File: src/rtl/sevenseg_scan.sv
// N-digit multiplexed common-anode seven-segment scanner.
// Digit data is double-buffered and swapped in only at frame boundaries.
module sevenseg_scan #(
  parameter int NUM_DIGITS = 4,
  parameter int TICK_DIV   = 100000,
  parameter int GAP        = 1
) (
  input  logic                    clock,
  input  logic                    rst_n,
  input  logic                    enable,
  input  logic                    load,
  input  logic [4*NUM_DIGITS-1:0] digits,
  input  logic [NUM_DIGITS-1:0]   blank_mask,
  input  logic [NUM_DIGITS-1:0]   dp_mask,
  output logic [NUM_DIGITS-1:0]   an,
  output logic [6:0]              seg,
  output logic                    dp,
  output logic                    frame_done
);

  localparam int SLOTS = NUM_DIGITS + GAP;
  localparam int SW    = (SLOTS > 1) ? $clog2(SLOTS) : 1;
  localparam int DW    = (TICK_DIV > 1) ? $clog2(TICK_DIV) : 1;
  localparam logic [SW-1:0] LAST_SLOT = SW'(SLOTS - 1);
  localparam logic [DW-1:0] DIV_TOP   = DW'(TICK_DIV - 1);

  logic [DW-1:0]           div;
  logic [SW-1:0]           slot;
  logic [4*NUM_DIGITS-1:0] sh_digits, act_digits;
  logic [NUM_DIGITS-1:0]   sh_blank, act_blank;
  logic [NUM_DIGITS-1:0]   sh_dp, act_dp;
  logic                    tick, wrap;
  logic [NUM_DIGITS-1:0]   nxt_an;
  logic [6:0]              nxt_seg;
  logic                    nxt_dp;

  function automatic logic [6:0] decode(input logic [3:0] n);
    logic [6:0] s;
    case (n)
      4'h0: s = 7'b1000000;
      4'h1: s = 7'b1111001;
      4'h2: s = 7'b0100100;
      4'h3: s = 7'b0110000;
      4'h4: s = 7'b0011001;
      4'h5: s = 7'b0010010;
      4'h6: s = 7'b0000010;
      4'h7: s = 7'b1111000;
      4'h8: s = 7'b0000000;
      4'h9: s = 7'b0010000;
      4'hA: s = 7'b0001000;
      4'hB: s = 7'b0000011;
      4'hC: s = 7'b1000110;
      4'hD: s = 7'b0100001;
      4'hE: s = 7'b0000110;
      default: s = 7'b0001110;
    endcase
    return s;
  endfunction

  assign tick = (div == DIV_TOP);
  assign wrap = tick && (slot == LAST_SLOT);

  // Slot s shows digit NUM_DIGITS-1-s; slots past the last digit are the gap.
  always_comb begin
    nxt_an  = '1;
    nxt_seg = '1;
    nxt_dp  = 1'b1;
    for (int unsigned i = 0; i < NUM_DIGITS; i++) begin
      if (slot == SW'(NUM_DIGITS - 1 - i)) begin
        nxt_an[i] = 1'b0;
        if (!act_blank[i]) begin
          nxt_seg = decode(act_digits[4*i +: 4]);
          nxt_dp  = ~act_dp[i];
        end
      end
    end
  end

  always_ff @(posedge clock or negedge rst_n) begin
    if (!rst_n) begin
      div        <= '0;
      slot       <= '0;
      sh_digits  <= '0;
      sh_blank   <= '0;
      sh_dp      <= '0;
      act_digits <= '0;
      act_blank  <= '0;
      act_dp     <= '0;
      an         <= '1;
      seg        <= '1;
      dp         <= 1'b1;
      frame_done <= 1'b0;
    end else begin
      if (load) begin
        sh_digits <= digits;
        sh_blank  <= blank_mask;
        sh_dp     <= dp_mask;
      end
      if (!enable) begin
        div        <= '0;
        slot       <= '0;
        an         <= '1;
        seg        <= '1;
        dp         <= 1'b1;
        frame_done <= 1'b0;
      end else begin
        frame_done <= wrap;
        if (tick) begin
          div <= '0;
          an  <= nxt_an;
          seg <= nxt_seg;
          dp  <= nxt_dp;
          slot <= wrap ? '0 : slot + 1'b1;
          // A load on the wrap edge bypasses the shadow so it is never lost.
          if (wrap) begin
            act_digits <= load ? digits     : sh_digits;
            act_blank  <= load ? blank_mask : sh_blank;
            act_dp     <= load ? dp_mask    : sh_dp;
          end
        end else begin
          div <= div + 1'b1;
        end
      end
    end
  end

endmodule

File: config.mk
export PLATFORM = sky130hd
export DESIGN_NAME = sevenseg_scan
export DESIGN_NICKNAME = d
export VERILOG_FILES = /design/src/rtl/sevenseg_scan.sv
export SDC_FILE = /design/constraint.sdc
export NUM_CORES = 1
export LEC_CHECK = 0
export ABC_AREA = 1
export CAP_MARGIN = 5
export CORE_UTILIZATION = 40
export CTS_CLUSTER_DIAMETER = 50
export DETAILED_ROUTE_END_ITERATION = 16
export DONT_BUFFER_PORTS = 1
export PLACE_DENSITY = 0.62
export SLEW_MARGIN = 20
export SYNTH_ARGS = -nofsm -noshare
export SYNTH_HDL_FRONTEND = slang
export SYNTH_SLANG_ARGS = --single-unit
File: constraint.sdc
create_clock -name clock -period 2.3 [get_ports clock]
set_input_delay 0.46 -clock clock [delete_from_list [all_inputs] [get_ports clock]]
set_output_delay 0.46 -clock clock [all_outputs]
set_load 0.02 [all_outputs]
**Word level (Yosys, flattened, before mapping)**

Memories as Yosys holds them, arrays and structs flattened.
Cells that the tools add are included.

- Add/subtract/negate cells: 2
- $mul: 0
- Divide/modulo/power cells: 0
- Order comparisons: 0
- Eq/ne operators: 6
- Shifts and indexed selects: 0
- Muxes and demuxes: 35
- Bitwise operators: 4
- Reductions and logical operators: 3

Operators by type and width:

| cell | count |
|---|---|
| $mux 7 | 10 |
| $mux 17 | 2 |
| $add 17x1->17 const B | 1 |
| $eq 17x17->1 const B | 1 |
| $mux 16 | 1 |
| $mux 4 | 4 |
| $mux 1 | 15 |
| $mux 3 | 3 |
| $eq 3x2->1 const B | 2 |
| $not 1->1 | 4 |
| $add 3x1->3 const B | 1 |
| $eq 3x1->1 const B | 1 |
| $eq 3x3->1 const B | 1 |
| $logic_not 3->1 | 1 |
| $reduce_and 3->1 | 1 |
| $ne 2x1->1 const B | 1 |
| $logic_and 1x1->1 | 1 |

- Flip-flop bits (word level): 81
- Latch bits: 0
- Bits in writable memories: 0
- ROM bits: 448
- Input port bits: 28
- Word-level logic and storage cells: 66
- Memories: 4

Memories:

| name | words | width | rd ports | clocked after Yosys merged registers in | wr ports | RTL line | text |
|---|---|---|---|---|---|---|---|
| (no name shown) | 16 | 7 | 1 | 0 | 0 | 39 | `case (n)` |
| (no name shown) | 16 | 7 | 1 | 0 | 0 | 39 |  |
| (no name shown) | 16 | 7 | 1 | 0 | 0 | 39 |  |
| (no name shown) | 16 | 7 | 1 | 0 | 0 | 39 |  |

**Longest topological paths before layout**

- Word-level depth: 11
- Mapped depth: 13
- Mapped depth without buffers: 12

**Least setup slack after synthesis**

Ideal clock, no wire load.

- Path kind: register to register
- Start: register div[0]
- End: register act_blank[0]
- Arrival time: 1.590 ns
- Data required time: 2.184 ns
- Setup slack: 0.594 ns
- Cell stages (with the launch flop): 13
- Cell sequence: dfrtp_1 -> ha_1 -> nand3_2 -> inv_2 -> nand2_2 -> nor2_2 -> nand2_4 -> nor2_8 -> nand2_4 -> buf_6 -> buf_6 -> o21ai_2 -> inv_1

- Word-level cells in the longest chain between the ends: 3

RTL lines:

| element | RTL line | text |
|---|---|---|
| from (decl) | 27 | `logic [DW-1:0] div;` |
| from (signal assigned) | 121 | `div <= div + 1'b1;` |
| $eq 17x17->1 (*) | 60 | `assign tick = (div == DIV_TOP);` |
| $logic_and 1x1->1 | 61 | `assign wrap = tick && (slot == LAST_SLOT);` |
| $reduce_and 3->1 (no line) (*) | - |  |
| to (signal assigned) | 117 | `act_blank <= load ? blank_mask : sh_blank;` |
| to (decl) | 30 | `logic [NUM_DIGITS-1:0] sh_blank, act_blank;` |

Every way passes the cells marked *; elsewhere a longest branch is shown, timed or not.
A chain may end at the register's enable or synchronous reset.

**Worst setup path in the final report**

- Start: register div[0]
- End: register act_digits[8]

- Word-level cells in the longest chain between the ends: 3

RTL lines:

| element | RTL line | text |
|---|---|---|
| $eq 17x17->1 (*) | 60 |  |
| $logic_and 1x1->1 | 61 |  |
| $reduce_and 3->1 (no line) (*) | - |  |
| to (signal assigned) | 116 | `act_digits <= load ? digits : sh_digits;` |
| to (decl) | 29 | `logic [4*NUM_DIGITS-1:0] sh_digits, act_digits;` |

Marked as above.

==> summary.txt <==
Placement
  • I/O Buffers: 0
  • HPWL after DPL: 7.218 mm
  • RD Place Congestion: just under 0.9
  • Dpl cells: 710
  • Placed cell area: approximately 4900 µm²

STA
  • Final worst path period need: around 2 ns
  • Slew Viols, Final: 0
  • Final setup viols: 0
  • Fin crit share: 86.55%
  • Max_slew headroom: 55.72%
  • FMAX: 502.3 MHz
  • Setup tns final: 0 ns
  • Final Hold Slack: -0.1806 ns
  • Slew @ Worst Pin: 0.6591 ns
  • Final Hold Viols: 76
  • Clk_skew: 0.008474 ns
  • RSZ-0062 raised after global routing: false

Detailed routing
  • DRC: 6
  • Post-DRT Antenna Nets: 0
  • DR pass1 iterations: 11
  • Total wire length: 9.908 mm
  • Initial DRC count: 160
  • Vias post-DR: about 3700
  • WL per Instance: 13.65 µm
  • Vias per cell: 5.079

Synth
  • Sequential share of the synthesized area: 42.86%
  • Synth Net Count: about 640
  • Largest family of logic cells by synthesized area: simple AND/OR/NAND/NOR gates
  • Post-Synth XOR/XNOR Area: 0.7353%
  • Predominant post-synthesis flop cell: dfrtp_1
  • Syn_area_per_cell: around 8.2 µm²
  • Post-Synth Simple-Gate Area: 22.16%
  • #FFs+latches synth: 81
  • Area share of fa/ha/maj cells after synthesis: 8.403%
  • Post-Synthesis Cells: roughly 580
  • Yosys warns: 0
  • Share of flip-flops with an asynchronous set or reset: 100.0%
  • Yosys cell types: 37
  • Mapped Area: between 4000 and 5000 µm²
  • Mux contribution to synthesized area: about 5.7%
  • Post-synth EDFFs: 0
  • Synth Area in Compound Gates: 11.29%

Floorplanning
  • Die Y: 111.1 µm
  • # rows: 39
  • I/O pins: 41
  • Chip Width: 111.1 µm
  • Initial Util: 41.37%
  • Core area: ~12000 µm²
  • Die area: 12350 µm²

Clocking
  • Clk slew on worst S/H paths: about 0.060 ns
  • Insertion delay to the later sink of the worst-skew pair: 0.34 ns
  • Post-CTS Resized: 0
  • TritonCTS Buffers: 9
  • Post-CTS Setup Bufs: 0
  • Max Buffers Root-to-Sink: 2
  • Clock sinks: 81
  • CTS tree: yes
  • Htree depth: 3
  • Clk root buf: clkbuf_16

Power
  • Static Leak: 2.349 nW
  • Register share of total power: slightly below 50%
  • Logic pwr share: 2.8%
  • Clock Power Share: 47.7%
  • Psw: 0.0006181 W
  • Pint: between 0.002 and 0.0025 W
  • Worst IR Drop VDD: 0.4424 mV
  • Pwr per Cell Area: 580.8 nW/µm²
  • Sw Ratio: 20.59%

Setup path
  • CP Launch Type: register
  • WP data required: about 2.5 ns
  • Critical path class: reg2reg
  • Crit. End Element: register
  • Critical path peak fanout: between 40 and 50
  • Worst Path Arrival: 2.23 ns

GRT
  • Tot GR Track Use: 17.15%
  • Global route total overflow: 0
  • Initial antenna violation count: 0
  • Largest net degree at the start of global routing: 82
  • Vias in the first global route: 3605
  • First-pass GRT wire length: 16.95 mm

Final layout
  • Synth-to-layout area growth: 8.482%
  • Share of cells above drive strength 1: about 12%
  • Final instance area: 5169 µm²
  • ANT cells: 0
  • Nets: between 600 and 700
  • # fillers: 1141
  • Post-Layout Cell Count: 726

Status
  • Status: finished, violations left
  • Failing checks: design-rule violations, negative hold slack

Min path
  • Min-delay worst type: in2async

Run
  • Max-cap violations: 0
## metal layers
layer | global-route usage (%) | vias to the layer above | part of all wire (%)
met3 | 4.101 | 13 | 4.2
met4 | 6.667 | 0 | 1.6
met2 | 27.04 | 69 | 45
li1 | - | 1879 | -
met5 | 0 | - | 0
met1 | 22.76 | 1726 | 49
## per-stage QoR
stage | hold WS [ns] | setup WS [ns] | total power, W | utilization, %
after floorplan | 0.1644 | 0.5939 | 0.001585 | -
after global placement | 0.1700 | 0.3551 | 0.001595 | 42.30
after detailed placement | 0.1698 | 0.3024 | 0.001596 | 42.30
after CTS | -0.1963 | 0.2882 | 0.003045 | 44.88
after global routing | -0.1971 | 0.06854 | 0.003106 | 44.88
final | -0.1806 | 0.3093 | 0.003002 | 44.88
## cells in the mapped netlist (all sizes together), types with 2 or more instances
library cell  count  share of area, %
nand2           112               9.2
inv              84               6.6
dfrtp            69                36
nor2             57               5.0
o21ai            52               5.8
nand3            48               5.3
ha               32               8.4
a21oi            29               3.0
mux2             24               5.7
dfstp            12               6.6
nand4            10               1.3
clkbuf            9              0.71
nor3              9              0.95
buf               8               1.3
o211ai            8               1.3
a31oi             3              0.39
clkinv            3              0.26
xor2              3              0.55
a211oi            2              0.32
## registers in the layout, summed over array words and instances (netlist names)
register	flops
div	17
an	4
act_digits	16
slot	3
frame_done	1
sh_dp	4
act_blank	4
act_dp	4
sh_digits	16
seg	7
sh_blank	4
dp	1
## power by group through the flow
stage | combinational (W) | clock [W] | sequential (W)
finish | 0.0000846 | 0.00143 | 0.00149
global route | 0.0000946 | 0.00152 | 0.00149
CTS | 0.0000869 | 0.00147 | 0.00149
detailed placement | 0.0000853 | 0 | 0.00151
global placement | 0.0000856 | 0 | 0.00151
floorplan | 0.0000785 | 0 | 0.00151
## area by class of cell
cell class | instances | area, µm² | area share (%)
clock buffers | 11 | 242.7 | 4.696
clock inverters | 5 | 55.05 | 1.065
inverters | 87 | 327.8 | 6.342
multi-input cells | 396 | 2300 | 44.49
flip-flops and latches | 81 | 2042 | 39.51
well taps | 143 | 178.9 | 3.462
repair buffers | 3 | 22.52 | 0.4357
## cell usage in the layout, fill, tap and decap left out, types with 3 or more instances in the layout
cell,instances
a21oi_1,29
a31oi_1,3
buf_4,3
clkbuf_16,9
clkinv_2,3
dfrtp_1,69
dfstp_2,12
ha_1,32
inv_1,82
mux2_2,24
nand2_1,108
nand3_1,46
nand4_1,10
nor2_1,53
nor2_2,3
nor3_1,9
o211ai_1,8
o21ai_0,28
o21ai_1,20
o21ai_2,4
xor2_1,3
## final timing paths
path	start	cells after the start	endpoint	slack (ns)
worst max-delay path	div[0]	10	act_digits[8]	0.31
worst min-delay path	rst_n	0	frame_done	-0.18
max in group asynchronous	rst_n	0	seg[2]	2.26
worst min register to register	div[0]	1	div[0]	0.47
worst max register to register	div[0]	10	act_digits[8]	0.31
min in group clock	enable	2	div[4]	0.24
## critical path: stages (launching register included)
cell and delay [ns]:
dfrtp_1 0.37, ha_1 0.21, nand3_2 0.11, inv_2 0.08
nand2_2 0.06, nor2_2 0.15, nand2_4 0.11, nor2_8 0.16
nand2_4 0.29, o21ai_1 0.25, inv_1 0.05
## logic make-up (layout without fill, tap and decap cells)
logic type / Yosys count / count (layout)
AOI/OAI and AO/OA: 97 / 97
xor gates and xnor gates: 4 / 4
adders and majority gates: 32 / 32
buffers and inverters: 104 / 106
DFF: 81 / 81
muxes: 24 / 24
and+or+nand+nor: 239 / 239
(Power assumes the default switching activity.)
